--- src/rtl/bp_cfg_boot_loader_pkg.sv ---
// Shared cfg-link definitions for the tile boot loader: register indices,
// sequencer states and the write request record.
package bp_cfg_boot_loader_pkg;

    localparam int CFG_IDX_W  = 16;
    localparam int CFG_WORD_W = 64;

    localparam logic [CFG_IDX_W-1:0] REG_FREEZE      = 16'h0002;
    localparam logic [CFG_IDX_W-1:0] REG_CORE_ID     = 16'h0005;
    localparam logic [CFG_IDX_W-1:0] REG_DID         = 16'h0006;
    localparam logic [CFG_IDX_W-1:0] REG_CORD        = 16'h0007;
    localparam logic [CFG_IDX_W-1:0] REG_ICACHE_MODE = 16'h0022;
    localparam logic [CFG_IDX_W-1:0] REG_NPC         = 16'h0040;
    localparam logic [CFG_IDX_W-1:0] REG_DCACHE_MODE = 16'h0043;
    localparam logic [CFG_IDX_W-1:0] REG_CCE_MODE    = 16'h0081;
    localparam logic [CFG_IDX_W-1:0] UCODE_BASE      = 16'h8000;

    typedef logic [3:0] state_t;

    localparam state_t S_FREEZE   = 4'd0;
    localparam state_t S_IDS      = 4'd1;
    localparam state_t S_MODES    = 4'd2;
    localparam state_t S_CCE_UC   = 4'd3;
    localparam state_t S_UC_FETCH = 4'd4;
    localparam state_t S_UC_SEND  = 4'd5;
    localparam state_t S_NPC      = 4'd6;
    localparam state_t S_CCE_MODE = 4'd7;
    localparam state_t S_FENCE    = 4'd8;
    localparam state_t S_UNFREEZE = 4'd9;
    localparam state_t S_DRAIN    = 4'd10;
    localparam state_t S_DONE     = 4'd11;

    typedef struct packed {
        logic [CFG_IDX_W-1:0]  addr;
        logic [CFG_WORD_W-1:0] data;
    } cfg_write_t;

endpackage

--- src/rtl/bp_cfg_credit_counter.sv ---
// Up/down counter of outstanding cfg writes with full, empty and underflow flags.
module bp_cfg_credit_counter #(
    parameter int credits_p   = 4,
    parameter int cnt_width_p = $clog2(credits_p + 1)
) (
    input  logic clk_i,
    input  logic reset_i,
    input  logic inc_i,
    input  logic dec_i,
    output logic full_o,
    output logic empty_o,
    output logic underflow_o
);

    logic [cnt_width_p-1:0] count_q, count_d;

    // A simultaneous send and acknowledge cancel out; an ack with nothing
    // outstanding leaves the count pinned at zero.
    always_comb begin
        count_d = count_q;
        if (inc_i && !dec_i) begin
            count_d = count_q + cnt_width_p'(1);
        end else if (dec_i && !inc_i && (count_q != '0)) begin
            count_d = count_q - cnt_width_p'(1);
        end
    end

    always_ff @(posedge clk_i) begin
        if (reset_i) begin
            count_q <= '0;
        end else begin
            count_q <= count_d;
        end
    end

    assign full_o      = (count_q == cnt_width_p'(credits_p));
    assign empty_o     = (count_q == '0);
    assign underflow_o = dec_i & empty_o;

endmodule

--- src/rtl/bp_cfg_boot_loader.sv ---
// Cfg-link initiator that walks a tile through its fixed boot write sequence,
// streaming CCE microcode from a ROM and fencing the final unfreeze.
module bp_cfg_boot_loader
    import bp_cfg_boot_loader_pkg::*;
#(
    parameter int                          cfg_addr_width_p = 40,
    parameter int                          cfg_data_width_p = 64,
    parameter logic [cfg_addr_width_p-1:0] cfg_base_addr_p  = 'h0100_0000,
    parameter int                          num_ucode_p      = 256,
    parameter int                          ucode_width_p    = 64,
    parameter int                          credits_p        = 4,
    parameter logic [CFG_WORD_W-1:0]       boot_pc_p        = 64'h8000_0000
) (
    input  logic                        clk_i,
    input  logic                        reset_i,
    input  logic [7:0]                  core_id_i,
    input  logic [7:0]                  did_i,
    input  logic [15:0]                 cord_i,
    input  logic [1:0]                  icache_mode_i,
    input  logic [1:0]                  dcache_mode_i,
    input  logic                        cce_mode_i,
    output logic                        ucode_r_v_o,
    output logic [11:0]                 ucode_addr_o,
    input  logic [ucode_width_p-1:0]    ucode_data_i,
    output logic                        cfg_v_o,
    input  logic                        cfg_ready_i,
    output logic [cfg_addr_width_p-1:0] cfg_addr_o,
    output logic [cfg_data_width_p-1:0] cfg_data_o,
    input  logic                        cfg_resp_v_i,
    output logic                        done_o,
    output logic                        err_o
);

    localparam logic [11:0] UC_LAST = 12'((num_ucode_p > 0) ? (num_ucode_p - 1) : 0);

    state_t                   state_q, state_d;
    logic [11:0]              idx_q, idx_d;
    logic [ucode_width_p-1:0] ucData_q, ucData_d;
    logic                     ucLoaded_q, ucLoaded_d;
    logic                     err_q, err_d;
    logic                     creditFull, creditEmpty, creditUnderflow;
    logic                     writeState, xfer;
    cfg_write_t               req;

    bp_cfg_credit_counter #(
        .credits_p(credits_p)
    ) creditCounter (
        .clk_i      (clk_i),
        .reset_i    (reset_i),
        .inc_i      (xfer),
        .dec_i      (cfg_resp_v_i),
        .full_o     (creditFull),
        .empty_o    (creditEmpty),
        .underflow_o(creditUnderflow)
    );

    assign writeState = state_q inside {S_FREEZE, S_IDS, S_MODES, S_CCE_UC, S_UC_SEND,
                                        S_NPC, S_CCE_MODE, S_UNFREEZE};
    assign cfg_v_o      = writeState & ~creditFull & ~reset_i;
    assign xfer         = cfg_v_o & cfg_ready_i;
    assign ucode_r_v_o  = (state_q == S_UC_FETCH) & ~reset_i;
    assign ucode_addr_o = idx_q;
    assign done_o       = (state_q == S_DONE) & ~reset_i;
    assign err_o        = err_q;

    // The ROM word is live on the first send cycle and comes from the holding
    // register afterwards, so the request stays stable across a stall.
    always_comb begin
        req = '0;
        case (state_q)
            S_FREEZE: begin
                req.addr = REG_FREEZE;
                req.data = CFG_WORD_W'(1);
            end
            S_IDS: begin
                if (idx_q == 12'd0) begin
                    req.addr = REG_CORE_ID;
                    req.data = CFG_WORD_W'(core_id_i);
                end else if (idx_q == 12'd1) begin
                    req.addr = REG_DID;
                    req.data = CFG_WORD_W'(did_i);
                end else begin
                    req.addr = REG_CORD;
                    req.data = CFG_WORD_W'(cord_i);
                end
            end
            S_MODES: begin
                if (idx_q == 12'd0) begin
                    req.addr = REG_ICACHE_MODE;
                    req.data = CFG_WORD_W'(icache_mode_i);
                end else begin
                    req.addr = REG_DCACHE_MODE;
                    req.data = CFG_WORD_W'(dcache_mode_i);
                end
            end
            S_CCE_UC:   req.addr = REG_CCE_MODE;
            S_UC_SEND: begin
                req.addr = UCODE_BASE + CFG_IDX_W'(idx_q);
                req.data = CFG_WORD_W'(ucLoaded_q ? ucData_q : ucode_data_i);
            end
            S_NPC: begin
                req.addr = REG_NPC;
                req.data = boot_pc_p;
            end
            S_CCE_MODE: begin
                req.addr = REG_CCE_MODE;
                req.data = CFG_WORD_W'(cce_mode_i);
            end
            S_UNFREEZE: req.addr = REG_FREEZE;
            default:    req = '0;
        endcase
    end

    assign cfg_addr_o = cfg_base_addr_p + cfg_addr_width_p'(req.addr);
    assign cfg_data_o = cfg_data_width_p'(req.data);

    always_comb begin
        state_d    = state_q;
        idx_d      = idx_q;
        ucData_d   = ucData_q;
        ucLoaded_d = ucLoaded_q;
        err_d      = err_q | creditUnderflow;
        case (state_q)
            S_FREEZE: if (xfer) state_d = S_IDS;
            S_IDS: if (xfer) begin
                if (idx_q == 12'd2) begin
                    state_d = S_MODES;
                    idx_d   = '0;
                end else begin
                    idx_d = idx_q + 12'd1;
                end
            end
            S_MODES: if (xfer) begin
                if (idx_q == 12'd1) begin
                    state_d = S_CCE_UC;
                    idx_d   = '0;
                end else begin
                    idx_d = idx_q + 12'd1;
                end
            end
            S_CCE_UC: if (xfer) state_d = (num_ucode_p == 0) ? S_NPC : S_UC_FETCH;
            S_UC_FETCH: begin
                state_d    = S_UC_SEND;
                ucLoaded_d = 1'b0;
            end
            S_UC_SEND: begin
                if (!ucLoaded_q) begin
                    ucLoaded_d = 1'b1;
                    ucData_d   = ucode_data_i;
                end
                if (xfer) begin
                    ucLoaded_d = 1'b0;
                    if (idx_q == UC_LAST) begin
                        state_d = S_NPC;
                        idx_d   = '0;
                    end else begin
                        state_d = S_UC_FETCH;
                        idx_d   = idx_q + 12'd1;
                    end
                end
            end
            S_NPC:      if (xfer) state_d = S_CCE_MODE;
            S_CCE_MODE: if (xfer) state_d = S_FENCE;
            S_FENCE:    if (creditEmpty) state_d = S_UNFREEZE;
            S_UNFREEZE: if (xfer) state_d = S_DRAIN;
            S_DRAIN:    if (creditEmpty) state_d = S_DONE;
            S_DONE:     state_d = S_DONE;
            default:    state_d = S_FREEZE;
        endcase
    end

    always_ff @(posedge clk_i) begin
        if (reset_i) begin
            state_q    <= S_FREEZE;
            idx_q      <= '0;
            ucData_q   <= '0;
            ucLoaded_q <= 1'b0;
            err_q      <= 1'b0;
        end else begin
            state_q    <= state_d;
            idx_q      <= idx_d;
            ucData_q   <= ucData_d;
            ucLoaded_q <= ucLoaded_d;
            err_q      <= err_d;
        end
    end

endmodule

--- config.mk ---
export PLATFORM = sky130hd
export DESIGN_NAME = bp_cfg_boot_loader
export DESIGN_NICKNAME = d
export VERILOG_FILES = /design/src/rtl/bp_cfg_boot_loader_pkg.sv /design/src/rtl/bp_cfg_credit_counter.sv /design/src/rtl/bp_cfg_boot_loader.sv
export SDC_FILE = /design/constraint.sdc
export NUM_CORES = 1
export LEC_CHECK = 0
export ABC_AREA = 1
export BUFFER_PORTS_ARGS = -buffer_cell sky130_fd_sc_hd__buf_2
export CAP_MARGIN = 20
export CORE_ASPECT_RATIO = 1.75
export CORE_MARGIN = 2
export CORE_UTILIZATION = 49
export DETAILED_ROUTE_END_ITERATION = 7
export PLACE_DENSITY = 0.86
export SLEW_MARGIN = 10
export SYNTH_ARGS = -nofsm -noshare
export SYNTH_HDL_FRONTEND = slang
export SYNTH_SLANG_ARGS = --single-unit
--- constraint.sdc ---
create_clock -name clk_i -period 2.7 [get_ports clk_i]
set_clock_uncertainty 0.1 [all_clocks]
set_input_delay 0.27 -clock clk_i [delete_from_list [all_inputs] [get_ports clk_i]]
set_output_delay 0.27 -clock clk_i [all_outputs]
set_load 0.01 [all_outputs]
# After elaboration in Yosys (flattened, before gate mapping)
# Index checks and enable logic that the tools add are counted.
# word_totals
register_bits	85
in_bits	105
elab_cells	95
# op_classes
add_sub_neg	5
n_reduce_logical	17
bitwise_logic	9
n_eq_ne	27
mux	31
# ops
cell	count
$pmux 64 s6	1
$pmux 16 s6	1
$mux 80	1
$mux 12	6
$mux 71	1
$mux 65	1
$mux 64	1
$mux 4	12
$pmux 4 s12	1
$pmux 12 s3	1
$add 25x16->26 const A	1
$ne 2x1->1 const B	12
$add 16x12->16 const A	1
$eq 4x3->1 const B	4
$eq 4x4->1 const B	4
$add 12x1->12 const B	1
$eq 12x1->1 const B	1
$eq 12x2->1 const B	1
$eq 12x8->1 const B	1
$logic_not 12->1	1
$reduce_and 12->1	1
$eq 4x2->1 const B	2
$reduce_bool 8->1	1
$and 1x1->1	6
other kinds (18)	26

# Depth between registers and ports, before layout
# depth
depth_word	10
mapped_depth	12
ltp_nobuf	12

# Hierarchy
# A second synthesis with hierarchy kept.
# unflattened
hier_cells	937
area_unflattened_um2	5398.9
# modules_own_cells
module	area_each_um2	instances	cells_per_inst	seq_area_each_um2
bp_cfg_boot_loader	5197.5	1	907	1641.6
bp_cfg_credit_counter	201.4	1	30	60.1

# Worst setup path after synthesis
# OpenSTA, ideal clock, no wires.
# synth_timing
path_type	reg2out
from	reg idx_q[1] (netlist: ucode_addr_o[1])
to	out cfg_data_o[10]
path_stages_with_launch	10
arrival_time_ns	1.577
slack_ns	0.753
t_required_ns	2.330
path_cell_list	dfxtp_1 inv_1 ha_1 nand2_1 nor2_1 nand2_1 buf_2 buf_2 nand2_1 o21ai_0
# synth_via
elab_chain_cells	4
elab_cells_between_ends	5
# synth_lines
element	line	rtl
start, declared	bp_cfg_boot_loader.sv:37	logic [11:0] idx_q, idx_d;
start signal, assigned	bp_cfg_boot_loader.sv:181	idx_q <= idx_d;
$eq 12x1->1	bp_cfg_boot_loader.sv:79	end else if (idx_q == 12'd1) begin
$mux 65	bp_cfg_boot_loader.sv:79	
$mux 80 *	bp_cfg_boot_loader.sv:76	if (idx_q == 12'd0) begin
$pmux 64 s6 *	bp_cfg_boot_loader.sv:70	case (state_q)
end, declared	bp_cfg_boot_loader.sv:28	output logic [cfg_data_width_p-1:0] cfg_data_o,
# Every way passes the cells marked *; elsewhere a longest branch is shown, timed or not.

# Worst setup path in the final report
# layout_timing
from	reg idx_q[1] (netlist: ucode_addr_o[1])
to	out cfg_data_o[7]
# The elaborated chain is that of the path after synthesis.

==> impl_results.md <==
- Relative slew slack: 0.4171
- DR DRC count: 0
- Hold Path End: ucData_q[55]
- Die Height: roughly 140 um
- Fillcell total: approximately 1000
- Setup slack, reg-to-reg: about 490 ps
- Vias per cell: 5.024
- Rows: 50
- RR Startpoint: state_q[0]
- Core Area: around 11000 um^2
- Fin util: 0.6198
- H-tree Lvls: 3
- Critical path's top delay family: buffers and inverters
- Critical path endpoint category: output pin
- DR iter-0 viols: 320
- Share of layout cells above drive strength 1: 0.2308
- Nets: between 1000 and 1500
- Synthesized netlist cell count: 885
- Later-pin clock latency in the skew report: between 300 and 400 ps
- Buffers on Ports: 197
- Arrival time worst endpoint: roughly 2100 ps
- Synth warnings: 0
- Switch share: 0.3834
- Peak supply drop: 0.5281 mV
- Post-route ant nets: 0
- I/O pins: ~230
- Worst hold start: ucode_data_i[55]
- Max Fanout on Critical Path: 12
- Final hold slack: between 150 and 200 ps
- Critical path type: reg -> out
- GR Util All Layers: 0.2550
- Crit path buffers/inverters: 3
- Final Non-Filler Cells: around 1200
- Hold-fix buffers, CTS: 0
- CTS root buf: clkbuf_16
- Seq/Total Area, Yosys: 0.3246
- P_leak: roughly 3.7 nW
- Sink Count: between 80 and 90
- R2R cell count: 8
- Worst path required time: roughly 2300 ps
- Switching Power: 1.768 mW
- Register bit total from synthesis: 85
- Combinational family with the most area after synthesis: simple AND/OR/NAND/NOR gates
- Sequential share of power: 0.321
- Routability cong.: between 0.9 and 1
- Worst reg2reg path endpoint: creditCounter.count_q[2]
- Clk pwr share: 0.298
- Post-synthesis cell area: around 5200 um^2
- Compound-Gate Fraction of Synth Area: 0.1310
- Initial antenna violation count: 1
- Vias in the first global route: approximately 5300
- FMAX: around 400 MHz
- Fin crit period: 2504 ps
- Layout Area Growth over Synthesis: 24.99%
- Die Width: 82.19 um
- Final Hold Viols: 0
- Critical Path Slowest Stage Cell: dfxtp_1
- Power Internal: roughly 2.8 mW
- Worst path cell trace: inv_1 > ha_1 > nand2_1 > nor2_1 > nand2_1 > buf_4 > nor2_1 > a21oi_1 > o211ai_1 > buf_2
- Max-Cap Viols: 0
- Netlist cell types: 30
- Max incr delay on CP: between 300 and 400 ps
- Final WL: 14.99 mm
- Worst Tran Pin Value: a little under 900 ps
- Via Count: 6019
- Worst setup SP type: flop
- Placed wire-length estimate: 11.18 mm
- First-pass GRT wire length: about 23 mm
- Status: complete, no violations
- Max Transition Viols Final: 0
- Placed Instances: approximately 1200
- Number of setup buffers added after CTS: 0
- RSZ-0062 raised after global routing: false
- Simple-gate share of the synthesized area: 0.3754
- Cts repair resizes: 0
- Final worst-path cycle share: 0.9274
- CTS tree: built
- XOR/XNOR Fraction of Synth Area: 0.01504
- Clock Tree Buf Depth: 2
- Area share of fa/ha/maj cells after synthesis: 0.01337
- Largest net degree at the start of global routing: 80
- Clock slew at reported path FFs: around 70 ps
- Comb pwr share: 0.382
- Pwr Density: 703.8 nW/um^2
- DR pass1 iterations: 6
- Final setup viols: 0
- Hold path depth: 5
- Die area: between 10000 and 15000 um^2
- Mux cell area share after synthesis: 0
- Number of buffers created by CTS: 9
- Gr ovfl total: 0
- Mean Syn Cell Area: between 5 and 6 um^2
- Total negative slack: 0 ps
- Initial Util: 0.4959
- WL/cell: 12.51 um
- Hold Path Class: in -> reg
[synthesized netlist by cell type, drive strengths merged]
master	n	area (um^2)
o22ai	3	18.77
fa	1	20.02
o211ai	8	60.06
nand3	29	145.1
ha	4	50.05
dfxtp	85	1702
nor3	3	15.01
a21oi	85	425.4
nand3b	1	7.510
nor2	53	209.0
inv	90	337.8
o21ai	18	90.09
and2	1	6.260
xor2	9	78.83
nand4	6	58.80
buf	42	286.5
o2111ai	2	17.52
o21a	5	37.54
conb	2	7.510
a31oi	6	37.54
nand2	404	1526
clkbuf	28	105.1
[cells by family after synthesis]
family                   after synthesis
adder cells (fa/ha/maj)                5
buffers and inverters                160
XOR/XNOR                               9
AND/OR/NAND/NOR                      497
flip-flops                            85
AO/OA/AOI/OAI                        127
other                                  2
[layout make-up]
cell class / count / area [um^2] / share of cell area
clock buffer: 11 / 252.7 / 0.03857
multi-input combinational: 665 / 2913 / 0.4445
clock inverter: 5 / 82.58 / 0.01260
tap: 130 / 162.7 / 0.02482
sequential: 85 / 1703 / 0.2599
antenna: 2 / 5.005 / 0.0007638
timing repair buffer: 210 / 1096 / 0.1673
inverter: 90 / 337.8 / 0.05156
[stage by stage]
| stage | power [mW] | cell area (um^2) | setup WS, ps |
|---|---|---|---|
| after floorplan | 2.729 | 5336 | 752.9 |
| after global placement | 3.240 | 6210 | 610.4 |
| after detailed placement | 3.255 | 6210 | 536.0 |
| after CTS | 4.630 | 6545 | 194.2 |
| after global routing | 4.916 | 6548 | 5.224 |
| final | 4.612 | 6553 | 195.9 |
[state kept, by name (all words and copies together) (netlist names)]
| register | flops |
|---|---|
| creditCounter.count_q | 3 |
| err_o | 1 |
| state_q | 4 |
| ucData_q | 64 |
| ucLoaded_q | 1 |
| ucode_addr_o | 12 |
[worst max path at each step]
stage,start,end,slack (ps),depth (start not counted)
3_3_place_gp,state_q[0],creditCounter.count_q[2],610,8
4_1_cts,ucode_addr_o[10],cfg_addr_o[1],190,8
3_5_place_dp,state_q[0],creditCounter.count_q[2],540,8
6_report,ucode_addr_o[1],cfg_data_o[7],200,10
5_1_grt,ucode_addr_o[1],cfg_data_o[7],5,10
2_1_floorplan,ucode_addr_o[1],cfg_data_o[10],750,9
[power groups by stage]
stage	combinational (mW)	sequential [mW]	clock, mW
after global placement	1.74	1.50	0
after global routing	1.98	1.49	1.45
after detailed placement	1.75	1.50	0
after floorplan	1.24	1.48	0
final	1.76	1.48	1.37
after CTS	1.76	1.48	1.40
[tightest hold or removal path, stage by stage]
cell	delay, ps
buf_2	90
nand2_1	50
nand2_1	40
nand2_1	70
a21oi_1	60
[metal layers]
layer | up-vias | global-route usage | part of all wire
li1 | 3042 | - | -
met1 | 2679 | 0.2734 | 0.38
met2 | 247 | 0.4508 | 0.52
met3 | 51 | 0.05506 | 0.060
met4 | 0 | 0.1316 | 0.037
met5 | - | 0 | 0
[cell usage in the layout (no fill, tap or decap), types with 6 or more instances in the layout]
cell / n
inv_1: 82
nor2_1: 49
dfxtp_1: 84
buf_2: 197
inv_2: 8
xor2_1: 9
conb_1: 27
a31oi_1: 6
o21ai_0: 18
buf_4: 12
a21oi_1: 85
nand2_1: 399
o211ai_1: 8
clkbuf_16: 9
nand3_1: 29
No activity file was read; power rests on OpenSTA's default activity.
